## config.mk

```make
export PLATFORM = sky130hd
export DESIGN_NAME = gbar_unit
export DESIGN_NICKNAME = d
export VERILOG_FILES = /design/src/rtl/gbar_unit.sv
export SDC_FILE = /design/constraint.sdc
export NUM_CORES = 1
export LEC_CHECK = 0
export ABC_AREA = 1
export BUFFER_PORTS_ARGS = -buffer_cell sky130_fd_sc_hd__buf_2
export CORE_MARGIN = 2
export CORE_UTILIZATION = 45
export DETAILED_ROUTE_END_ITERATION = 8
export PLACE_DENSITY = 0.67
export SLEW_MARGIN = 10
export SYNTH_ARGS = -nofsm -noshare
export SYNTH_HDL_FRONTEND = slang
export SYNTH_SLANG_ARGS = --single-unit
```

## constraint.sdc

```tcl
create_clock -name clk -period 1.62 [get_ports clk]
set_input_delay 0.324 -clock clk [delete_from_list [all_inputs] [get_ports clk]]
set_output_delay 0.324 -clock clk [all_outputs]
set_load 0.02 [all_outputs]
```

## src/rtl/gbar_unit.sv

```systemverilog
// gbar_unit -- responder end of the global barrier protocol.
//
// Shared by every core in the cluster. Each core posts one arrival per
// barrier epoch, carrying the barrier id, the participant count minus one
// and its own core id. Arrivals are counted per barrier id. The arrival that
// completes the set clears that barrier's state and produces a registered,
// one-cycle release broadcast carrying the id.
//
// Ports
//   clk           clock
//   reset_n       asynchronous active-low reset
//   req_valid     arrival request valid
//   req_id        barrier id of the arrival
//   req_size_m1   participating cores minus one
//   req_core_id   arriving core
//   req_ready     always 1: one arrival is accepted every cycle
//   rsp_valid     one-cycle release pulse
//   rsp_id        id being released; holds its last value otherwise
//   dup_err       one-cycle pulse after an arrival from an already-recorded core
//   pending_mask  bit b set while barrier b has recorded arrivals
module gbar_unit #(
  parameter  int NUM_BARRIERS = 8,
  parameter  int NUM_CORES    = 4,
  localparam int NB_BITS      = (NUM_BARRIERS > 1) ? $clog2(NUM_BARRIERS) : 1,
  localparam int NC_W         = (NUM_CORES > 1) ? $clog2(NUM_CORES) : 1
) (
  input  logic                    clk,
  input  logic                    reset_n,
  input  logic                    req_valid,
  input  logic [NB_BITS-1:0]      req_id,
  input  logic [NC_W-1:0]         req_size_m1,
  input  logic [NC_W-1:0]         req_core_id,
  output logic                    req_ready,
  output logic                    rsp_valid,
  output logic [NB_BITS-1:0]      rsp_id,
  output logic                    dup_err,
  output logic [NUM_BARRIERS-1:0] pending_mask
);

  logic [NUM_BARRIERS-1:0][NC_W-1:0]      count_q, count_d;
  logic [NUM_BARRIERS-1:0][NUM_CORES-1:0] mask_q, mask_d;
  logic                                   rsp_valid_q, rsp_valid_d;
  logic [NB_BITS-1:0]                     rsp_id_q, rsp_id_d;
  logic                                   dup_err_q, dup_err_d;
  logic [NUM_CORES-1:0]                   core_onehot;

  // Core ids beyond NUM_CORES shift out to an all-zero vector, so they can
  // never index past the arrival mask.
  assign core_onehot = NUM_CORES'(1) << req_core_id;

  // The id is decoded by comparison rather than used as an index so an
  // out-of-range id (non power-of-two NUM_BARRIERS) simply matches nothing.
  always_comb begin
    count_d     = count_q;
    mask_d      = mask_q;
    rsp_valid_d = 1'b0;
    rsp_id_d    = rsp_id_q;
    dup_err_d   = 1'b0;
    for (int b = 0; b < NUM_BARRIERS; b++) begin
      if (req_valid && (req_id == NB_BITS'(b))) begin
        if (|(mask_q[b] & core_onehot)) begin
          dup_err_d = 1'b1;
        end else if (count_q[b] == req_size_m1) begin
          // Last participant: clear the epoch so an arrival in the release
          // cycle already starts the next one from zero.
          count_d[b]  = '0;
          mask_d[b]   = '0;
          rsp_valid_d = 1'b1;
          rsp_id_d    = NB_BITS'(b);
        end else begin
          count_d[b] = count_q[b] + NC_W'(1);
          mask_d[b]  = mask_q[b] | core_onehot;
        end
      end
    end
  end

  always_ff @(posedge clk or negedge reset_n) begin
    if (!reset_n) begin
      count_q     <= '0;
      mask_q      <= '0;
      rsp_valid_q <= 1'b0;
      rsp_id_q    <= '0;
      dup_err_q   <= 1'b0;
    end else begin
      count_q     <= count_d;
      mask_q      <= mask_d;
      rsp_valid_q <= rsp_valid_d;
      rsp_id_q    <= rsp_id_d;
      dup_err_q   <= dup_err_d;
    end
  end

  always_comb begin
    pending_mask = '0;
    for (int b = 0; b < NUM_BARRIERS; b++) begin
      pending_mask[b] = |mask_q[b];
    end
  end

  assign req_ready = 1'b1;
  assign rsp_valid = rsp_valid_q;
  assign rsp_id    = rsp_id_q;
  assign dup_err   = dup_err_q;

endmodule

```

==> summary.txt, run 1 <==
Max-slew violations - 0
Skew final - 4.28 ps
Cell with the most instances after synthesis - nand2_1
Switching share of power - 35.0%
Worst Path Arrival - 1680 ps
Final setup fails - 0
Via count - 2,477
HPWL after DPL - 4900 um
Netlist cell types - 25
Worst EP required - 1820 ps
Global-route wire length before repair - 11,100 um
Synth async-reset ratio - 100%
Synth area leaders - dfrtp_1, nand2_1, inv_1, a21oi_1, nor2_1
Total global-route track usage - 20.1%
Vert. Die Dim - 83.1 um
Die Wd - 83.1 um
Clk Latency, worst-skew pair - 310 ps
Status - finished with violations
Worst Setup SP - mask_q[27]
Core region area - 5990 um^2
Synth Warn # - 0
Cell count after synthesis - 366
Drt drc - 0
Max cap viols - 0
Post-route ant nets - 0
Vias per cell - 4.90
Port bufs - 22
Max Clk Rate - 0.679 GHz
Psw - 1.74 mW
Sequential share of the synthesized area - 47.2%
Cell Pwr Density - 1440 nW/um^2
Number of global-route vias before repair - 2,364
Area share of the largest cell type after synthesis - 47.2%
Root Buffer - clkbuf_8
Grt total ovfl - 0
TritonCTS clock tree - done
CTS Sinks - 53
Post-synth EDFFs - 0
Number of synthesized register bits - 53
Reg2Reg Setup Slack - 150 ps
Share of post-route cells with drive strength above 1 - 21.6%
Initial Util - 47.0%
Placed Cells - 495
Final worst path period need - 1470 ps
Cts hold-fix bufs - 0
Initial DRC count - 112
# diodes - 0
Failing checks - negative hold slack
Critical path class - reg2reg
Comb pwr share - 34.0%
Worst Reg2Reg Path Length in Cells - 8
IO Pins - 24
Clock power share - 21.1%
Hold WC Path Type - in2async
Leak Pwr - 1.79 nW
CP Launch Type - flop
RSZ-0062 raised after global routing - false
Die area - 6900 um^2
Syn Nets - 376
Worst VDD drop - 0.695 mV
Finished Layout Cells - 505
Flop pwr share - 44.9%
Clock buffer depth - 2
Post-layout net count - 439
Worst hold slack - -24.5 ps
Worst r2r src - mask_q[27]
Mapped Area - 2810 um^2
Num rows - 28
Initial antenna violation count - 0
GPL Wtd Cong - 0.802
WL final - 6560 um
Setup tns final - 0 ps
Post-Syn Area per Cell - 7.68 um^2
CP endpoint - count_q[13]
Cell taking the most area after synthesis - dfrtp_1
Largest net degree at the start of global routing - 54
Ys flop type - dfrtp_1
Most frequent cells after synthesis - nand2_1, inv_1, dfrtp_1, a21oi_1, nor2_1
Clk slew on worst S/H paths - 90 ps
Area grow syn2layout - 22.4%
Critical path peak fanout - 5
CTS buffer count - 5
Avg WL per Cell - 13.0 um
RR Endpoint - count_q[13]
P_int - 3.23 mW
Hold Vio Cnt, Final - 16
H-tree levels - 2
Pre-antenna DRT Iters - 4
Final period util - 90.9%
CP Capture Type - flop
[cell usage in the layout, fill, tap and decap left out, drive strengths merged]
| cell type | netlist | final |
|---|---|---|
| buf | 5 | 61 |
| nand3 | 14 | 14 |
| o21ai | 17 | 17 |
| nand3b | 1 | 1 |
| nor3 | 2 | 2 |
| conb | 1 | 1 |
| a211oi | 1 | 1 |
| dfrtp | 53 | 53 |
| nand2 | 82 | 82 |
| o22ai | 10 | 10 |
| nand4 | 9 | 9 |
| nor2 | 39 | 39 |
| inv | 70 | 70 |
| a21oi | 43 | 43 |
| bufinv | 0 | 2 |
| clkinv | 0 | 1 |
| or2 | 3 | 3 |
| xnor2 | 10 | 10 |
| xor2 | 6 | 6 |
| clkbuf | 0 | 5 |
[metal layers]
| metal | vias up | share of wire [%] | track usage [%] | routed length (um) |
|---|---|---|---|---|
| met5 | - | 0 | 0 | 0 |
| met4 | 0 | 2.0 | 7.15 | 131 |
| met3 | 10 | 3.3 | 3.48 | 217 |
| met2 | 48 | 47 | 33.0 | 3110 |
| met1 | 1138 | 47 | 26.8 | 3090 |
| li1 | 1281 | - | - | - |
[stage by stage]
stage | instance area, um^2 | setup WS (ps) | hold slack, ps | power, mW | util, %
floorplan | 2810 | 86.3 | 28.4 | 3.45 | -
global placement | 3290 | -125 | 343 | 3.90 | 54.9
detailed placement | 3290 | -151 | 342 | 3.95 | 54.9
CTS | 3420 | 93.4 | 3.39 | 5.02 | 57.1
global route | 3440 | 30.8 | 21.2 | 5.37 | 57.5
finish | 3440 | 148 | -24.5 | 4.97 | 57.5
[power by group through the flow]
| stage | sequential [mW] | clock [mW] | combinational, mW |
|---|---|---|---|
| floorplan | 2.26 | 0 | 1.19 |
| global placement | 2.25 | 0 | 1.65 |
| detailed placement | 2.27 | 0 | 1.68 |
| CTS | 2.24 | 1.08 | 1.70 |
| global route | 2.31 | 1.13 | 1.94 |
| finish | 2.23 | 1.05 | 1.69 |
[worst max-delay path: stages, from the launching register on]
cell	delay (ps)
dfrtp_1	370
inv_1	90
o22ai_1	90
or2_1	280
nor2_4	150
nand3_2	110
buf_4	160
inv_2	80
nor2_1	50
[area by class of cell]
cell class / instances / area, um^2
inverter: 70 / 263
fill: 573 / 2550
clock inverter: 3 / 65.1
clock buffer: 5 / 68.8
tap: 75 / 93.8
multi-input combinational: 238 / 1200
timing repair buffer: 61 / 428
sequential: 53 / 1330
[what timing repair did]
action / CTS / global route
buffers inserted: 0 / 2
gates resized for setup: 0 / 1
hold endpoints to repair: 0 / 0
endpoints found under the setup margin: 0 / 7
[cell families (layout without fill, tap and decap cells)]
logic type | Yosys count | count (layout) | share of synthesized area [%]
other cells | 1 | 1 | 0.133
buf+inv | 75 | 139 | 10.4
xor+xnor | 16 | 16 | 4.98
compound gates | 71 | 71 | 13.2
flops | 53 | 53 | 47.2
simple gates | 150 | 150 | 24.2
[flip-flops by register name (all words and copies together) (netlist names)]
signal	count
rsp_valid	1
rsp_id	3
mask_q	32
dup_err	1
count_q	16
[worst min path at each step]
stage                        from          to  slack (ps)  cells past startpoint
after floorplan           reset_n  count_q[0]          30                      0
after global placement    reset_n  count_q[4]         340                      2
after detailed placement  reset_n  mask_q[15]         340                      2
after CTS                 reset_n   rsp_id[2]           3                      2
after global routing      reset_n  mask_q[13]          20                      2
final                     reset_n  count_q[5]         -20                      2
No activity file was read; power rests on OpenSTA's default activity.
==> inputs of run 2 (changes only) <==
==> constraint.sdc (replaced) <==
create_clock -name clk -period 1.62 [get_ports clk]
set_input_delay 0.081 -clock clk [delete_from_list [all_inputs] [get_ports clk]]
set_output_delay 0.081 -clock clk [all_outputs]
set_load 0.02 [all_outputs]
==> run 2 against run 1 <==
The run now ends clean. Highest routed layer unchanged. Critical endpoint is now rsp_id[0]. Sequential power about the same. Non-clock buffer count down 28. Wire length up 0.79%. Sequential cell count unchanged. Via count down 2.7%. Global-route usage down 0.22 points. Cell area down 7.2%. Clock power down 17%. Power down 4.2%. Combinational power down 2%.
==> summary.txt, run 2 (same netlist as run 1, synthesis figures left out) <==
Status - completed
Worst hold slack - 273 ps
Clock buffer depth - 2
CP most frequent cell - nand2_1
Setup tns final - 0 ps
Die area - 6900 um^2
Global-route wire length before repair - 11,100 um
Critical Path Max Stage Delay - 360 ps
Area grow syn2layout - 13.6%
Max Clk Rate - 0.671 GHz
CP Capture Type - flop
Critical path class - reg2reg
Max cap viols - 0
Initial antenna violation count - 0
Largest net degree at the start of global routing - 30
Leak Pwr - 1.64 nW
Number of global-route vias before repair - 2,359
IO Pins - 24
Worst Reg2Reg Path Length in Cells - 9
Die Wd - 83.1 um
HPWL after DPL - 4970 um
Actual slew at the worst max-slew pin - 572 ps
Initial DRC count - 171
Bufs and invs on worst path - 1
Vias per cell - 5.06
Core region area - 5990 um^2
CTS Sinks - 53
Grt total ovfl - 0
Cell Pwr Density - 1490 nW/um^2
CP endpoint - rsp_id[0]
Via count - 2,410
Avg WL per Cell - 13.9 um
CP Launch Type - flop
Initial Util - 47.0%
Worst EP required - 1830 ps
RR Endpoint - rsp_id[0]
Largest register FFs - 32
Critical path peak fanout - 6
Worst Setup SP - mask_q[18]
Delay-heaviest family, CP - simple AND/OR/NAND/NOR gates
TritonCTS clock tree - done
Commonest non-fill, non-tap cell in the layout - nand2_1
Final worst path period need - 1490 ps
Skew final - 8.07 ps
Port bufs - 22
Reg2Reg Setup Slack - 130 ps
Crit path depth - 9
Post-layout net count - 411
Clk Latency, worst-skew pair - 310 ps
Final setup fails - 0
GPL Wtd Cong - 0.829
Clk slew on worst S/H paths - 90 ps
Final period util - 92.0%
CP cell instances - inv_1 -> o22ai_1 -> or2_1 -> nor2_4 -> nand2_2 -> nand2_1 -> nand2_1 -> nand2_1 -> nand2_1
RSZ-0062 raised after global routing - false
Num rows - 28
CP max stage cell - dfrtp_1
Post-route ant nets - 0
Post-route cell area - 3200 um^2
Hold WC Path Type - in2reg
Drt drc - 0
Root Buffer - clkbuf_8
Share of post-route cells with drive strength above 1 - 16.0%
Top reg by flops - mask_q
Total global-route track usage - 19.9%
Worst slew margin - 61.9%
Worst Path Arrival - 1700 ps
# diodes - 0
Hold Vio Cnt, Final - 0
Vert. Die Dim - 83.1 um
Worst r2r src - mask_q[18]
Pre-antenna DRT Iters - 4
WL final - 6610 um
H-tree levels - 2
Most frequent cells in the layout - nand2_1, inv_1, dfrtp_1
Fillers - 565
Area after DPL - 3070 um^2
Max-slew violations - 0
CTS buffer count - 5
Worst VDD drop - 0.825 mV
run 2: changes by cell type in the layout (fill, tap and decap cells not counted), sizes merged:
cell         delta
dlygate4sd3     +1
buf            -29
bufinv          -1
run 2: what timing repair did:
item	in CTS	in global routing
endpoints found under the setup margin	0	10
hold buffers	1	0
hold endpoints to repair	24	0
resized for setup	0	2
buffers inserted	0	0
run 2: how the worst min path moves through the flow:
stage	from	to	cells past startpoint
2_1_floorplan	reset_n	count_q[0]	0
3_3_place_gp	reset_n	count_q[4]	1
3_5_place_dp	reset_n	count_q[4]	1
4_1_cts	req_id[0]	dup_err	6
5_1_grt	req_id[0]	dup_err	6
6_report	req_id[0]	dup_err	6
run 2: metrics by stage:
stage          utilization [%]  power, mW  instances  setup WS [ps]
3_5_place_dp              51.3       3.91        468           39.8
5_1_grt                   53.3       5.15        476           6.05
3_3_place_gp              51.3       3.86        468            105
4_1_cts                   53.2       4.80        476           88.7
2_1_floorplan                -       3.45        366            308
6_report                  53.3       4.77        476            130
run 2: tightest hold or removal path, cell delays in order:
cell	delay, ps
buf_2	120
nor2_1	50
inv_1	70
nor2_1	70
nand2_1	60
nand3b_1	80
run 2: report_power, final:
| group | switching, mW | internal [mW] | leakage [nW] |
|---|---|---|---|
| combinational | 1.01 | 0.632 | 1.01 |
| clock | 0.423 | 0.450 | 0.0540 |
| sequential | 0.315 | 1.93 | 0.579 |
| total | 1.75 | 3.01 | 1.64 |
run 2: cell type report:
class                           count  area, um^2  area share [%]
Multi-Input combinational cell    238        1200            37.6
Timing Repair Buffer               33         208            6.50
Inverter                           70         263            8.22
Tap cell                           75        93.8            2.94
Clock buffer                        5        68.8            2.15
Sequential cell                    53        1330            41.5
Clock inverter                      2        35.0            1.10
run 2: metal layers:
metal,vias to the layer above,track usage (%),part of all wire (%)
met5,-,0,0
met4,0,5.96,1.1
met3,6,3.78,4.4
met2,56,33.5,49
met1,1134,26.0,45
li1,1214,-,-
==> inputs of run 3 (changes only) <==
Settings changed: BUFFER_PORTS_ARGS -buffer_cell sky130_fd_sc_hd__buf_2 to -buffer_cell sky130_fd_sc_hd__buf_4.
==> run 3 against run 2 <==
Sequential power hardly changed. Global-route usage is 0.16 points higher. Largest cell class unchanged. Worst setup slack worse by 41 ps. Highest routed layer unchanged.
==> summary.txt, run 3 (same netlist as run 1, synthesis figures left out) <==
Max-slew violations - 0
WHS Path Cells - 5
Hold Crit Endpoint - mask_q[18]
Worst r2r src - mask_q[27]
CTS buffer count - 5
Largest register FFs - 32
TritonCTS clock tree - done
Initial Util - 47.0%
Hold WC Path Type - in2reg
Global-route wire length before repair - 11,000 um
Die Wd - 83.1 um
Setup tns final - 0 ps
Max Clk Rate - 0.653 GHz
Actual slew at the worst max-slew pin - 663 ps
# diodes - 0
Critical path peak fanout - 5
Share of post-route cells with drive strength above 1 - 16.1%
Area after DPL - 3100 um^2
Post-route cell area - 3240 um^2
Hold path start - req_core_id[0]
Avg WL per Cell - 13.5 um
Final worst path period need - 1530 ps
CP Launch Type - flop
Fin util - 54.1%
Top reg by flops - mask_q
Num rows - 28
Status - completed
CP Capture Type - flop
Area grow syn2layout - 15.1%
Worst slew margin - 55.8%
Vias per cell - 4.96
Hold Vio Cnt, Final - 0
Reg2Reg Setup Slack - 90 ps
Worst VDD drop - 0.733 mV
Skew final - 7.35 ps
Post-route ant nets - 0
Clk Latency, worst-skew pair - 300 ps
Max cap viols - 0
Cell Pwr Density - 1430 nW/um^2
Total global-route track usage - 20.0%
Number of global-route vias before repair - 2,245
Via count - 2,373
Grt total ovfl - 0
Leak Pwr - 1.66 nW
Vert. Die Dim - 83.1 um
Clk slew on worst S/H paths - 90 ps
Most frequent cells in the layout - nand2_1, inv_1, dfrtp_1
RSZ-0062 raised after global routing - false
Initial antenna violation count - 0
WL final - 6440 um
Clock buffer depth - 2
HPWL after DPL - 4700 um
Largest net degree at the start of global routing - 54
Worst Reg2Reg Path Length in Cells - 8
Initial DRC count - 169
Final period util - 94.5%
Drt drc - 0
Critical path class - reg2reg
Fillers - 579
CTS Sinks - 53
Commonest non-fill, non-tap cell in the layout - nand2_1
Port bufs - 22
GPL Wtd Cong - 0.821
Worst EP required - 1820 ps
Final setup fails - 0
Pre-antenna DRT Iters - 4
Worst Path Arrival - 1730 ps
IO Pins - 24
Worst hold slack - 290 ps
H-tree levels - 2
Core region area - 5990 um^2
Die area - 6900 um^2
Root Buffer - clkbuf_8
RR Endpoint - rsp_id[0]
Post-layout net count - 413
## run 3: area by class of cell
class                           count  area (um^2)  share of cell area, %
Timing Repair Buffer               35          265                   8.19
Multi-Input combinational cell    238         1200                   37.2
Tap cell                           75         93.8                   2.90
Clock buffer                        7         86.3                   2.67
Inverter                           70          263                   8.11
Sequential cell                    53         1330                   41.0
## run 3: timing repair
item | 4_1_cts | 5_1_grt
buffers inserted | 0 | 4
setup endpoints to repair | 0 | 10
hold endpoints to repair | 53 | 0
resized for setup | 0 | 2
hold buffers | 1 | 0
## run 3: how the worst max path moves through the flow
| stage | startpoint | end | slack [ps] | cells past startpoint |
|---|---|---|---|---|
| after floorplan | mask_q[19] | rsp_id[0] | 310 | 9 |
| after global placement | req_core_id[0] | rsp_id[1] | 60 | 10 |
| after detailed placement | req_core_id[0] | rsp_id[1] | 20 | 10 |
| after CTS | mask_q[22] | rsp_id[1] | 50 | 8 |
| after global routing | mask_q[27] | rsp_id[0] | 5 | 8 |
| final | mask_q[27] | rsp_id[0] | 90 | 8 |
## run 3: layer usage
| layer | track usage, % | wire length [um] | share of wire (%) | vias to the layer above |
|---|---|---|---|---|
| li1 | - | - | - | 1225 |
| met1 | 28.7 | 2990 | 46 | 1088 |
| met2 | 30.9 | 3020 | 47 | 56 |
| met3 | 3.38 | 370 | 5.7 | 4 |
| met4 | 6.56 | 58 | 0.90 | 0 |
| met5 | 0 | 0 | 0 | - |
## run 3: report_power, final
group          internal, mW  leakage [nW]  switching [mW]
clock                 0.340        0.0443           0.406
combinational         0.656          1.04           0.999
sequential             1.93         0.579           0.310
total                  2.93          1.66            1.71
## run 3: per-stage QoR
stage / worst slack [ps] / total power [mW] / std cells
2_1_floorplan: 308 / 3.45 / 366
3_3_place_gp: 57.2 / 3.88 / 466
3_5_place_dp: 21.8 / 3.92 / 466
4_1_cts: 54.2 / 4.68 / 474
5_1_grt: 4.76 / 5.06 / 478
6_report: 89.3 / 4.64 / 478
## run 3: worst max-delay path, stage by stage (launching register included)
cell,delay [ps]
dfrtp_1,370
inv_1,90
o22ai_1,90
or2_1,280
nor2_4,170
nand3_2,140
buf_4,170
nand2_1,60
nand2_1,50
